## src/rtl/sseg_scan_arbiter.sv

```systemverilog
// Four-digit common-anode 7-segment scan controller shared by a live source (A) and a timed override (B).
// Optional build macro SSEG_OWNER_DP_EN lights digit 3's decimal point while B owns the display.
module sseg_scan_arbiter #(
   parameter int SCAN_DIV    = 50000,
   parameter int HOLD_FRAMES = 64
) (
   input  logic        clk,
   input  logic        reset,
   input  logic        a_req,
   input  logic [15:0] a_data,
   output logic        a_ack,
   input  logic        b_req,
   input  logic [15:0] b_data,
   output logic        b_ack,
   output logic [7:0]  sseg,
   output logic [3:0]  AN,
   output logic        owner,
   output logic        frame_tick
);

   localparam int PW = (SCAN_DIV > 2) ? $clog2(SCAN_DIV) : 1;
   localparam int HW = $clog2(HOLD_FRAMES + 1);
   localparam logic [PW-1:0] PRESC_MAX = PW'(SCAN_DIV - 1);
   localparam logic [PW-1:0] PRESC_PRE = PW'(SCAN_DIV - 2);
   localparam logic [HW-1:0] HOLD_LOAD = HW'(HOLD_FRAMES);

   typedef enum logic [1:0] {IDLE, OWN_A, OWN_B} state_t;

   state_t        state, state_n;
   logic [PW-1:0] presc;
   logic [1:0]    digit, digit_n;
   logic [HW-1:0] hold, hold_n;
   logic [15:0]   disp_buf, buf_n;
   logic          a_ack_n, b_ack_n, owner_n, frame_tick_n;
   logic [3:0]    an_n;
   logic [7:0]    sseg_n;
   logic          digit_tick, frame_end;
   logic          take_a, take_b, go_idle;
   logic [3:0]    nib;
   logic          dp_n;

   assign digit_tick = (presc == PRESC_MAX);
   assign frame_end  = digit_tick && (digit == 2'd3);
   assign digit_n    = digit_tick ? digit + 2'd1 : digit;

   function automatic logic [6:0] seg_gfedcba(input logic [3:0] n);
      case (n)
         4'h0: seg_gfedcba = 7'h3F;
         4'h1: seg_gfedcba = 7'h06;
         4'h2: seg_gfedcba = 7'h5B;
         4'h3: seg_gfedcba = 7'h4F;
         4'h4: seg_gfedcba = 7'h66;
         4'h5: seg_gfedcba = 7'h6D;
         4'h6: seg_gfedcba = 7'h7D;
         4'h7: seg_gfedcba = 7'h07;
         4'h8: seg_gfedcba = 7'h7F;
         4'h9: seg_gfedcba = 7'h6F;
         4'hA: seg_gfedcba = 7'h77;
         4'hB: seg_gfedcba = 7'h7C;
         4'hC: seg_gfedcba = 7'h39;
         4'hD: seg_gfedcba = 7'h5E;
         4'hE: seg_gfedcba = 7'h79;
         default: seg_gfedcba = 7'h71;
      endcase
   endfunction

   // State register; every output is a flop loaded from its next-cycle value.
   always_ff @(posedge clk) begin
      if (!reset) begin
         presc      <= '0;
         digit      <= 2'd0;
         state      <= IDLE;
         hold       <= '0;
         disp_buf   <= 16'h0000;
         a_ack      <= 1'b0;
         b_ack      <= 1'b0;
         AN         <= 4'b1111;
         sseg       <= 8'hFF;
         owner      <= 1'b0;
         frame_tick <= 1'b0;
      end else begin
         presc      <= digit_tick ? '0 : presc + 1'b1;
         digit      <= digit_n;
         state      <= state_n;
         hold       <= hold_n;
         disp_buf   <= buf_n;
         a_ack      <= a_ack_n;
         b_ack      <= b_ack_n;
         AN         <= an_n;
         sseg       <= sseg_n;
         owner      <= owner_n;
         frame_tick <= frame_tick_n;
      end
   end

   // Arbitration decisions are taken only on the last cycle of a frame, so ownership never tears a scan.
   always_comb begin
      take_a  = 1'b0;
      take_b  = 1'b0;
      go_idle = 1'b0;
      state_n = state;
      hold_n  = hold;
      buf_n   = disp_buf;
      a_ack_n = 1'b0;
      b_ack_n = 1'b0;
      if (frame_end) begin
         case (state)
            IDLE, OWN_A: begin
               if (b_req)      take_b  = 1'b1;
               else if (a_req) take_a  = 1'b1;
               else            go_idle = 1'b1;
            end
            OWN_B: begin
               if (hold > HW'(1)) hold_n = hold - 1'b1;
               else if (a_req)    take_a  = 1'b1;
               else if (b_req)    take_b  = 1'b1;
               else               go_idle = 1'b1;
            end
            default: go_idle = 1'b1;
         endcase
         if (take_b) begin
            state_n = OWN_B;
            buf_n   = b_data;
            b_ack_n = 1'b1;
            hold_n  = HOLD_LOAD;
         end else if (take_a) begin
            state_n = OWN_A;
            buf_n   = a_data;
            a_ack_n = 1'b1;
            hold_n  = '0;
         end else if (go_idle) begin
            state_n = IDLE;
            hold_n  = '0;
         end
      end
   end

   always_comb begin
      owner_n      = (state_n == OWN_B);
      frame_tick_n = (presc == PRESC_PRE) && (digit == 2'd3);
      case (digit_n)
         2'd0:    nib = buf_n[3:0];
         2'd1:    nib = buf_n[7:4];
         2'd2:    nib = buf_n[11:8];
         default: nib = buf_n[15:12];
      endcase
`ifdef SSEG_OWNER_DP_EN
      dp_n = !(owner_n && (digit_n == 2'd3));
`else
      dp_n = 1'b1;
`endif
      if (state_n == IDLE) begin
         an_n   = 4'b1111;
         sseg_n = 8'hFF;
      end else begin
         an_n   = ~(4'b0001 << digit_n);
         sseg_n = {~seg_gfedcba(nib), dp_n};
      end
   end

endmodule

```

## config.mk

```make
export PLATFORM = sky130hd
export DESIGN_NAME = sseg_scan_arbiter
export DESIGN_NICKNAME = d
export VERILOG_FILES = /design/src/rtl/sseg_scan_arbiter.sv
export SDC_FILE = /design/constraint.sdc
export NUM_CORES = 1
export LEC_CHECK = 0
export CELL_PAD_IN_SITES_DETAIL_PLACEMENT = 1
export CELL_PAD_IN_SITES_GLOBAL_PLACEMENT = 1
export CORE_MARGIN = 8
export CORE_UTILIZATION = 43
export DETAILED_ROUTE_END_ITERATION = 10
export GPL_TIMING_DRIVEN = 0
export PLACE_DENSITY = 0.86
export SETUP_SLACK_MARGIN = 0.15
export SYNTH_ARGS = -nofsm -noshare
export SYNTH_HDL_FRONTEND = slang
export SYNTH_SLANG_ARGS = --single-unit
```

## constraint.sdc

```tcl
create_clock -name clk -period 7.98 [get_ports clk]
set_input_delay 1.995 -clock clk [delete_from_list [all_inputs] [get_ports clk]]
set_output_delay 1.995 -clock clk [all_outputs]
set_load 0.01 [all_outputs]
```

* Word-level counts from Yosys, hierarchy flattened
Memory sizes are Yosys's and may differ from the RTL's.
Cells that the tools add are included.
W data, S select, Z words.
** Word-level totals
- Register bits :: 59
- Memory bits (read-only) :: 112
- Bits of input ports :: 36
- Output and inout bits :: 16
- Word-level logic and storage cells :: 77
- Memories kept :: 1
** Memory list
- (name not given) :: depth 16, width 7, read ports 1, clocked after memory_dff 0, wr ports 0, line 47 : case (n)
** Cells by class
- $add $sub $neg :: 3
- Magnitude comparators :: 1
- Eq/ne operators :: 8
- Shift-type cells :: 1
- Mux-type cells :: 34
- Bitwise gates (word level) :: 4
- Reductions and logical operators :: 13
** Operators with widths (count)
- $mux W16 :: 3
- $mux W7 :: 6
- $eq A16 B16 Y1 const B :: 2
- $add A16 B1 Y16 const B :: 1
- $mux W1 :: 16
- $pmux W4 S3 :: 1
- $mux W2 :: 5
- $eq A2 B2 Y1 const B :: 4
- $reduce_bool A4 Y1 :: 2
- $gt A7 B1 Y1 const B :: 1
- $not A7 Y7 :: 1
- $sub A7 B1 Y7 const B :: 1
- $logic_not A2 Y1 :: 3
- $pmux W1 S2 :: 3
- $reduce_or A2 Y1 :: 3
- $eq A2 B1 Y1 const B :: 2
- $not A4 Y4 :: 1
- $shl A1 B2 Y4 const A :: 1
- $reduce_and A3 Y1 :: 1
- $reduce_or A3 Y1 :: 1
- $add A2 B1 Y2 const B :: 1
- $logic_and A1 B1 Y1 :: 2
- $not A1 Y1 :: 2
- $reduce_and A2 Y1 :: 1

* Longest topological paths before layout
Gate-level depths: netlist of the first run.
- Word-level depth :: 12
- Depth in mapped cells :: 15
- Mapped depth without buffers :: 14

* Least setup slack after synthesis of the first run
No wires, ideal clock.
- Kind :: input-to-reg
- Start point :: input port a_req
- End point :: register sseg[4]
- Library setup time :: 135 ps
- Arrival :: 4092 ps
- Path slack :: 3752 ps
- Cell stages on the path :: 11
- Buffers on the path :: 1
- Cell sequence :: nand2b_1 -> o41ai_4 -> nand2_1 -> buf_2 -> o221a_2 -> a22oi_1 -> nand2_1 -> ha_1 -> mux2_2 -> nor3b_1 -> a41oi_1
** Between the ends
- Word-level cells in the longest chain between the ends :: 11
- Elaborated cells on any way between the ends :: 28
- Those cells by class :: mux: 24; bitwise: 1; reduce/logical: 2; memory: 1
** RTL lines
- start, declared :: line 9 : input logic a_req,
- $mux W1 :: line 110, 115
- $mux W1, on equally long branches :: line 114, 109
- $pmux W1 S2 :: line 107 : case (state)
- $mux W1 :: line 106 : if (frame_end) begin
- $mux W16 :: line 126 : end else if (take_a) begin
- $mux W16 :: line 121 : if (take_b) begin
- $mux W16 :: line 106
- $pmux W4 S3 :: line 141 : case (digit_n)
- $mem_v2 Z16 W7
- $mux W7 :: line 152 : if (state_n == IDLE) begin
- $not A7 Y7 :: line 157 : sseg_n = {~seg_gfedcba(nib), dp_n};
- end signal, assigned :: line 90 : sseg <= sseg_n;
- end, declared :: line 15 : output logic [7:0] sseg,
Parallel ways exist; a longest one is shown, timed or not. The select of a mux whose other input is x is not followed.
A chain may end at the register's enable or synchronous reset.

* Worst setup path in the final report of the first run
- Start point :: input port a_req
- End point :: register sseg[2]
Same word-level chain as after synthesis.

==> reports/metrics.csv, run 1 <==
stage,metric,value,unit
synth,Syn Nets,377,
detailed_routing,via count,2619,
hold_path,Min-Delay Path Depth,1,
timing,setup TNS,0,ps
floorplan,DIE HEIGHT,99.3,um
pwr,Comb pwr share,5.1,%
run,MaxCap Viol Count,0,
synth,synthesized area,2980,um^2
clock_network,clk_lat worst skew,340,ps
pwr,worst vdd ir,0.0000937,V
clock_network,CTS sink count,58,
critical_path,CP Class,in2reg,
critical_path,critical path arrival,5190,ps
floorplan,Die ar.,9850,um^2
clock_network,Hold Buf Count CTS,0,
floorplan,Ports,52,
timing,unrepaired setup endpoints after global routing,no,
placement,placed insts,459,
layout,area growth from synthesis to layout,26.4,%
detailed_routing,Starting DRT DRC Count,94,
critical_path,R2R depth,14,
floorplan,Core Footprint,6760,um^2
critical_path,crit path launch type,input port,
floorplan,Die Width,99.3,um
pwr,clock share of power,45.9,%
grt,grt ovf,0,
synth,Synth Flop Type,dfxtp_1,
clock_network,Post-CTS Setup Bufs,0,
timing,Worst Clk Skew,5.48,ps
critical_path,Worst EP required,8200,ps
detailed_routing,number of routed nets with antenna violations,0,
layout,share of layout cells above drive strength 1,12.7,%
grt,largest net degree at the start of global routing,11,
pwr,sw power,127,uW
clock_network,post-cts sizing count,0,
pwr,PD cells,158,nW/um^2
critical_path,crit path max fanout,10,
synth,fraction of registers with async set/reset,0,%
critical_path,"CP delay by family, top",compound AO/OA/AOI/OAI gates,
clock_network,cts bufs inserted,9,
synth,"Seq/Total Area, Yosys",38.9,%
pwr,Static Leak,0.00144,uW
critical_path,crit path cell chain,clkdlybuf4s50_1 > nand2b_1 > o41ai_4 > nand2_1 > buf_2 > o221a_2 > a22oi_1 > nand2_1 > inv_1 > ha_1 > o21a_1 > mux2i_1 > nand2_1,
floorplan,initial core utilization,44.1,%
detailed_routing,WL final,8310,um
timing,Tmin final,4970,ps
detailed_routing,drt first pass iters,4,
synth,Cells after Synth,330,
status,status,"finished, final reports clean",
detailed_routing,Via density,5.51,
hold_path,Hold/Removal Path Class,reg2reg,
placement,HPWL after DPL,6150,um
clock_network,TritonCTS clock tree,done,
synth,yosys warns,0,
grt,vias in the first global route,2836,
synth,post-synth cell types,59,
critical_path,Critical-path top delay cell,clkdlybuf4s50_1,
detailed_routing,Avg WL per Cell,17.5,um
pwr,sequential power share,49.0,%
detailed_routing,residual DRC count,0,
timing,Final Worst Setup Slack,3010,ps
critical_path,Worst path depth,13,
grt,first-pass GRT wire length,14000,um
placement,number of I/O port buffers,49,
grt,antenna violations before repair,0,
layout,Antenna diodes,0,
pwr,Int Power,470,uW
clock_network,clk buf depth,2,
timing,crit share post-route,62.3,%
grt,Global Route met3 Usage,5.03,%
timing,slew of the pin with the lowest slew margin,632,ps
synth,Yosys reg bits,58,
clock_network,"Reg clk slew, reported paths",60,ps
critical_path,Worst Path Buf+Inv,3,
timing,Max Clock Freq,0.201,GHz
pwr,Sw Share,21.2,%
synth,Post-synth EDFFs,0,
timing,Pins Over Slew Limit,0,
clock_network,clk root buf,clkbuf_8,
grt,GRT busiest layer,met2,
floorplan,row count,30,
layout,final std cells w/o fill,475,
synth,most common cell in the synthesized netlist,dfxtp_1,
critical_path,Crit. End Element,register,
timing,Final Hold Vio Count,0,
grt,GR Layer Usage met2,29.9,%
critical_path,CP max stage delay,530,ps
synth,most frequent cells after synthesis,"58 x dfxtp_1, 38 x nor2_1, 22 x nand2_1",
critical_path,Most common cell on crit path,nand2_1,
grt,GR Util All Layers,17.7,%
synth,Yosys top cell area share,38.9,%
synth,syn_area_per_cell,9.04,um^2
timing,Setup Viol. Count Final,0,
timing,normalized max-slew margin,57.3,%
synth,cell taking the most area after synthesis,dfxtp_1,
clock_network,H-tree depth,3,
placement,gp weighted congestion,0.826,
layout,FILL cells,794,
layout,final net count,437,
placement,pre-CTS setup slack,2720,ps
grt,met1 Use GR,20.7,%
synth,Synth area leaders,"dfxtp_1 39%, nor2_1 4.8%, ha_1 4.6%, and2_1 4.4%, xor2_1 3.8%",
## final timing paths
kind	start	endpoint	slack (ps)
max reg2reg	presc[10]	sseg[4]	3810
min reg2reg	presc[0]	presc[0]	500
max	a_req	sseg[2]	3010
min	presc[0]	presc[0]	500
## cell type report
| class | count | area [um^2] | share of cell area, % |
|---|---|---|---|
| timing repair buffer | 49 | 490 | 13.0 |
| inverter | 21 | 78.8 | 2.09 |
| sequential | 58 | 1160 | 30.8 |
| buffer | 16 | 85.1 | 2.26 |
| multi-input combinational | 235 | 1660 | 43.9 |
| clock inverter | 2 | 35.0 | 0.929 |
| clock buffer | 14 | 163 | 4.31 |
| tap | 80 | 100 | 2.66 |
## kinds of logic (layout without fill, tap and decap cells)
kind of cell | Yosys count | after routing | share of synthesized area (%)
compound gates | 64 | 64 | 18.0
fa+ha+maj | 11 | 11 | 4.62
buf+inv | 37 | 102 | 5.50
flops | 58 | 58 | 38.9
mux | 7 | 7 | 3.31
other cells | 1 | 1 | 0.126
simple gates | 134 | 134 | 24.0
xor+xnor | 18 | 18 | 5.54
## metal layers
metal	part of all wire [%]	vias to the layer above
li1	-	1291
met5	0	-
met1	45	1258
met4	1.7	0
met3	4.6	14
met2	49	56
## power groups by stage
stage / clock network (uW) / registers, uW / logic, uW
after floorplan: 0 / 298 / 8.83
after global placement: 0 / 299 / 29.6
after detailed placement: 0 / 299 / 29.9
after CTS: 283 / 292 / 30.4
after global routing: 296 / 292 / 32.9
final: 274 / 292 / 30.4
## worst reg2reg max path, delay by kind of cell (launching register included)
kind,cells,cell delay (ps)
buf+inv,3,600
fa+ha+maj,1,260
compound gates,3,320
mux,1,280
simple gates,6,2210
flops,1,370
## flip-flops by register name, indices dropped and copies added, names as in the netlist, 2 cells and up
signal	cells
state	2
digit	2
AN	4
sseg	7
presc	16
hold	7
disp_buf	16
## per-stage QoR
stage | hold slack (ps) | util [%] | total power (uW) | instance area, um^2
finish | 502 | 55.8 | 597 | 3770
global route | 531 | 55.8 | 622 | 3770
CTS | 506 | 55.8 | 605 | 3770
detailed placement | 472 | 52.9 | 329 | 3570
global placement | 466 | 52.9 | 328 | 3570
floorplan | 441 | - | 307 | 2980
## cell usage in the layout (no fill, tap or decap), types with 4 or more instances in the layout
| cell | instances |
|---|---|
| dfxtp_1 | 58 |
| clkdlybuf4s50_1 | 49 |
| nor2_1 | 38 |
| nand2_1 | 22 |
| inv_1 | 21 |
| and2_1 | 21 |
| nand3_1 | 16 |
| xor2_1 | 13 |
| o31ai_1 | 13 |
| clkbuf_1 | 11 |
| ha_1 | 11 |
| clkbuf_8 | 11 |
| o221a_2 | 9 |
| a22oi_1 | 6 |
| a21oi_1 | 6 |
| o21ai_0 | 6 |
| buf_2 | 5 |
| or3_1 | 5 |
| o22ai_1 | 4 |
| xnor2_1 | 4 |
No activity file was read; power rests on OpenSTA's default activity.
==> inputs of run 2 (changes only) <==
--- a/config.mk
+++ b/config.mk
@@ -8,10 +8,10 @@
 export CELL_PAD_IN_SITES_DETAIL_PLACEMENT = 1
 export CELL_PAD_IN_SITES_GLOBAL_PLACEMENT = 1
 export CORE_MARGIN = 8
-export CORE_UTILIZATION = 43
+export CORE_UTILIZATION = 40
 export DETAILED_ROUTE_END_ITERATION = 10
 export GPL_TIMING_DRIVEN = 0
-export PLACE_DENSITY = 0.86
+export PLACE_DENSITY = 0.81
 export SETUP_SLACK_MARGIN = 0.15
 export SYNTH_ARGS = -nofsm -noshare
 export SYNTH_HDL_FRONTEND = slang
==> constraint.sdc (replaced) <==
create_clock -name clk -period 5 [get_ports clk]
set_input_delay 1.25 -clock clk [delete_from_list [all_inputs] [get_ports clk]]
set_output_delay 1.25 -clock clk [all_outputs]
set_load 0.01 [all_outputs]
==> reports/metrics.csv, run 2 (same netlist as run 1, synthesis figures left out) <==
stage,metric,value,unit,change
critical_path,crit path max fanout,10,,unchanged
clock_network,clk buf depth,2,,unchanged
timing,unrepaired setup endpoints after global routing,no,,
pwr,sequential power share,48.7,%,-0.3 points
layout,Antenna diodes,0,,unchanged
layout,share of layout cells above drive strength 1,12.9,%,+0.29 points
clock_network,TritonCTS clock tree,done,,
layout,"commonest non-fill, non-tap cell in the layout",dfxtp_1,,
timing,setup TNS,0,ps,unchanged
detailed_routing,Via density,5.28,,-4.2%
hold_path,Hold/Removal Path Class,reg2reg,,
detailed_routing,via count,2604,,-0.57%
layout,final net count,437,,unchanged
floorplan,Die Width,102,um,+3.1%
critical_path,worst r2r src,presc[5],,
timing,Final Hold Vio Count,0,,unchanged
pwr,sw power,197,uW,+56%
placement,number of I/O port buffers,49,,unchanged
pwr,clock share of power,46.2,%,+0.3 points
floorplan,Ports,52,,unchanged
timing,slew of the pin with the lowest slew margin,682,ps,+50.2 ps
pwr,Static Leak,0.00144,uW,+0.34%
grt,GR Util All Layers,16.3,%,-1.4 points
critical_path,CP Class,in2reg,,
hold_path,Min-Delay Path Depth,1,,unchanged
run,MaxCap Viol Count,0,,unchanged
timing,Tmin final,4250,ps,
clock_network,clk_lat worst skew,330,ps,about the same
status,status,"finished, final reports clean",,
clock_network,H-tree depth,3,,unchanged
timing,Setup Viol. Count Final,0,,unchanged
grt,GR Layer Usage met2,27.9,%,-1.9 points
clock_network,clk root buf,clkbuf_8,,
placement,Placed Area,3600,um^2,+0.67%
detailed_routing,WL final,8080,um,-2.7%
clock_network,"Reg clk slew, reported paths",60,ps,about the same
detailed_routing,drt first pass iters,4,,unchanged
critical_path,critical path arrival,4440,ps,-750 ps
grt,grt ovf,0,,unchanged
grt,GRT busiest layer,met2,,
clock_network,post-cts sizing count,0,,unchanged
critical_path,worst reg2reg path endpoint,sseg[4],,
detailed_routing,Starting DRT DRC Count,80,,-15%
hold_path,hold_sp,presc[0],,
floorplan,Core Footprint,7250,um^2,+7.4%
grt,first-pass GRT wire length,13500,um,-3.7%
pwr,Sw Share,20.6,%,-0.65 points
floorplan,DIE HEIGHT,102,um,+3.1%
layout,most frequent cells in the layout,"58 x dfxtp_1, 49 x clkdlybuf4s50_1, 38 x nor2_1",,
critical_path,Reg2Reg Setup Slack,800,ps,-3010 ps
clock_network,cts bufs inserted,9,,unchanged
hold_path,Hold Path End,presc[0],,
grt,vias in the first global route,2826,,-0.35%
placement,gp weighted congestion,0.804,,-2.6%
grt,Global Route met3 Usage,3.00,%,-2.0 points
pwr,Int Power,761,uW,+62%
clock_network,Hold Buf Count CTS,0,,unchanged
layout,biggest regs,"disp_buf (16), presc (16)",,
clock_network,Post-CTS Setup Bufs,0,,unchanged
timing,normalized max-slew margin,53.9,%,-3.4 points
timing,Pins Over Slew Limit,0,,unchanged
floorplan,row count,31,,+3.3%
pwr,Comb pwr share,5.0,%,about the same
critical_path,crit path launch type,input port,,
timing,Max Clock Freq,0.236,GHz,
detailed_routing,number of routed nets with antenna violations,0,,unchanged
timing,crit share post-route,84.9,%,
layout,area growth from synthesis to layout,27.4,%,
pwr,worst vdd ir,0.000123,V,+31%
critical_path,Worst EP required,5200,ps,-3000 ps
pwr,PD cells,252,nW/um^2,+59%
detailed_routing,Avg WL per Cell,16.4,um,-6.3%
critical_path,Crit. End Element,register,,
timing,Worst Clk Skew,8.07,ps,+2.58 ps
detailed_routing,residual DRC count,0,,unchanged
grt,antenna violations before repair,0,,unchanged
layout,Final Instance Area,3800,um^2,+0.80%
critical_path,R2R depth,14,,unchanged
floorplan,initial core utilization,41.1,%,-3.0 points
floorplan,Die ar.,10500,um^2,+6.3%
grt,met1 Use GR,19.0,%,-1.7 points
clock_network,CTS sink count,58,,unchanged
placement,HPWL after DPL,6180,um,+0.59%
grt,largest net degree at the start of global routing,11,,unchanged
## run 2: cell count changes in the layout (fill, tap and decap cells not counted), sizes merged
cell	previous run	this run
clkbuf	22	21
## run 2: worst max-delay path, stage by stage
cell	delay (ps)
clkdlybuf4s50_1	520
nand2b_1	270
o41ai_4	310
nand2_1	240
buf_2	270
o221a_2	300
a22oi_1	220
nand2_1	200
ha_1	320
mux2_2	280
nor3b_1	190
a41oi_1	60
## run 2: final cells by class
type	count	area [um^2]
sequential	58	1160
tap	99	124
timing repair buffer	49	490
fill	864	3450
inverter	21	78.8
clock buffer	13	169
clock inverter	2	35.0
multi-input combinational	235	1660
buffer	16	85.1
## run 2: routing by layer
metal  share of wire [%]  vias up  routed length (um)
met1                  46     1266                3700
met2                  49       38                3950
met3                 3.7        9                 299
met4                 1.5        0                 122
met5                   0        -                   0
li1                    -     1291                   -
## run 2: power by group through the flow
stage / clock [uW] / sequential, uW / combinational [uW]
3_3_place_gp: 0 / 477 / 47.2
2_1_floorplan: 0 / 476 / 14.1
6_report: 443 / 467 / 48.1
4_1_cts: 454 / 467 / 48.6
5_1_grt: 474 / 467 / 52.1
3_5_place_dp: 0 / 477 / 48.2
## run 2: worst max-delay path by stage
stage	start	endpoint	slack, ps	cells past startpoint
finish	a_req	sseg[4]	750	12
global route	a_req	sseg[2]	550	13
CTS	a_req	sseg[2]	760	13
detailed placement	a_req	sseg[2]	430	13
global placement	a_req	sseg[4]	510	12
floorplan	a_req	sseg[4]	1520	11
## run 2: stage by stage
stage / hold slack (ps) / utilization [%] / instances / worst slack, ps / power, uW
2_1_floorplan: 441 / - / 330 / 1520 / 490
3_3_place_gp: 462 / 49.6 / 478 / 512 / 524
3_5_place_dp: 485 / 49.6 / 478 / 434 / 525
4_1_cts: 499 / 52.4 / 493 / 758 / 970
5_1_grt: 528 / 52.4 / 493 / 547 / 993
6_report: 496 / 52.4 / 493 / 754 / 958
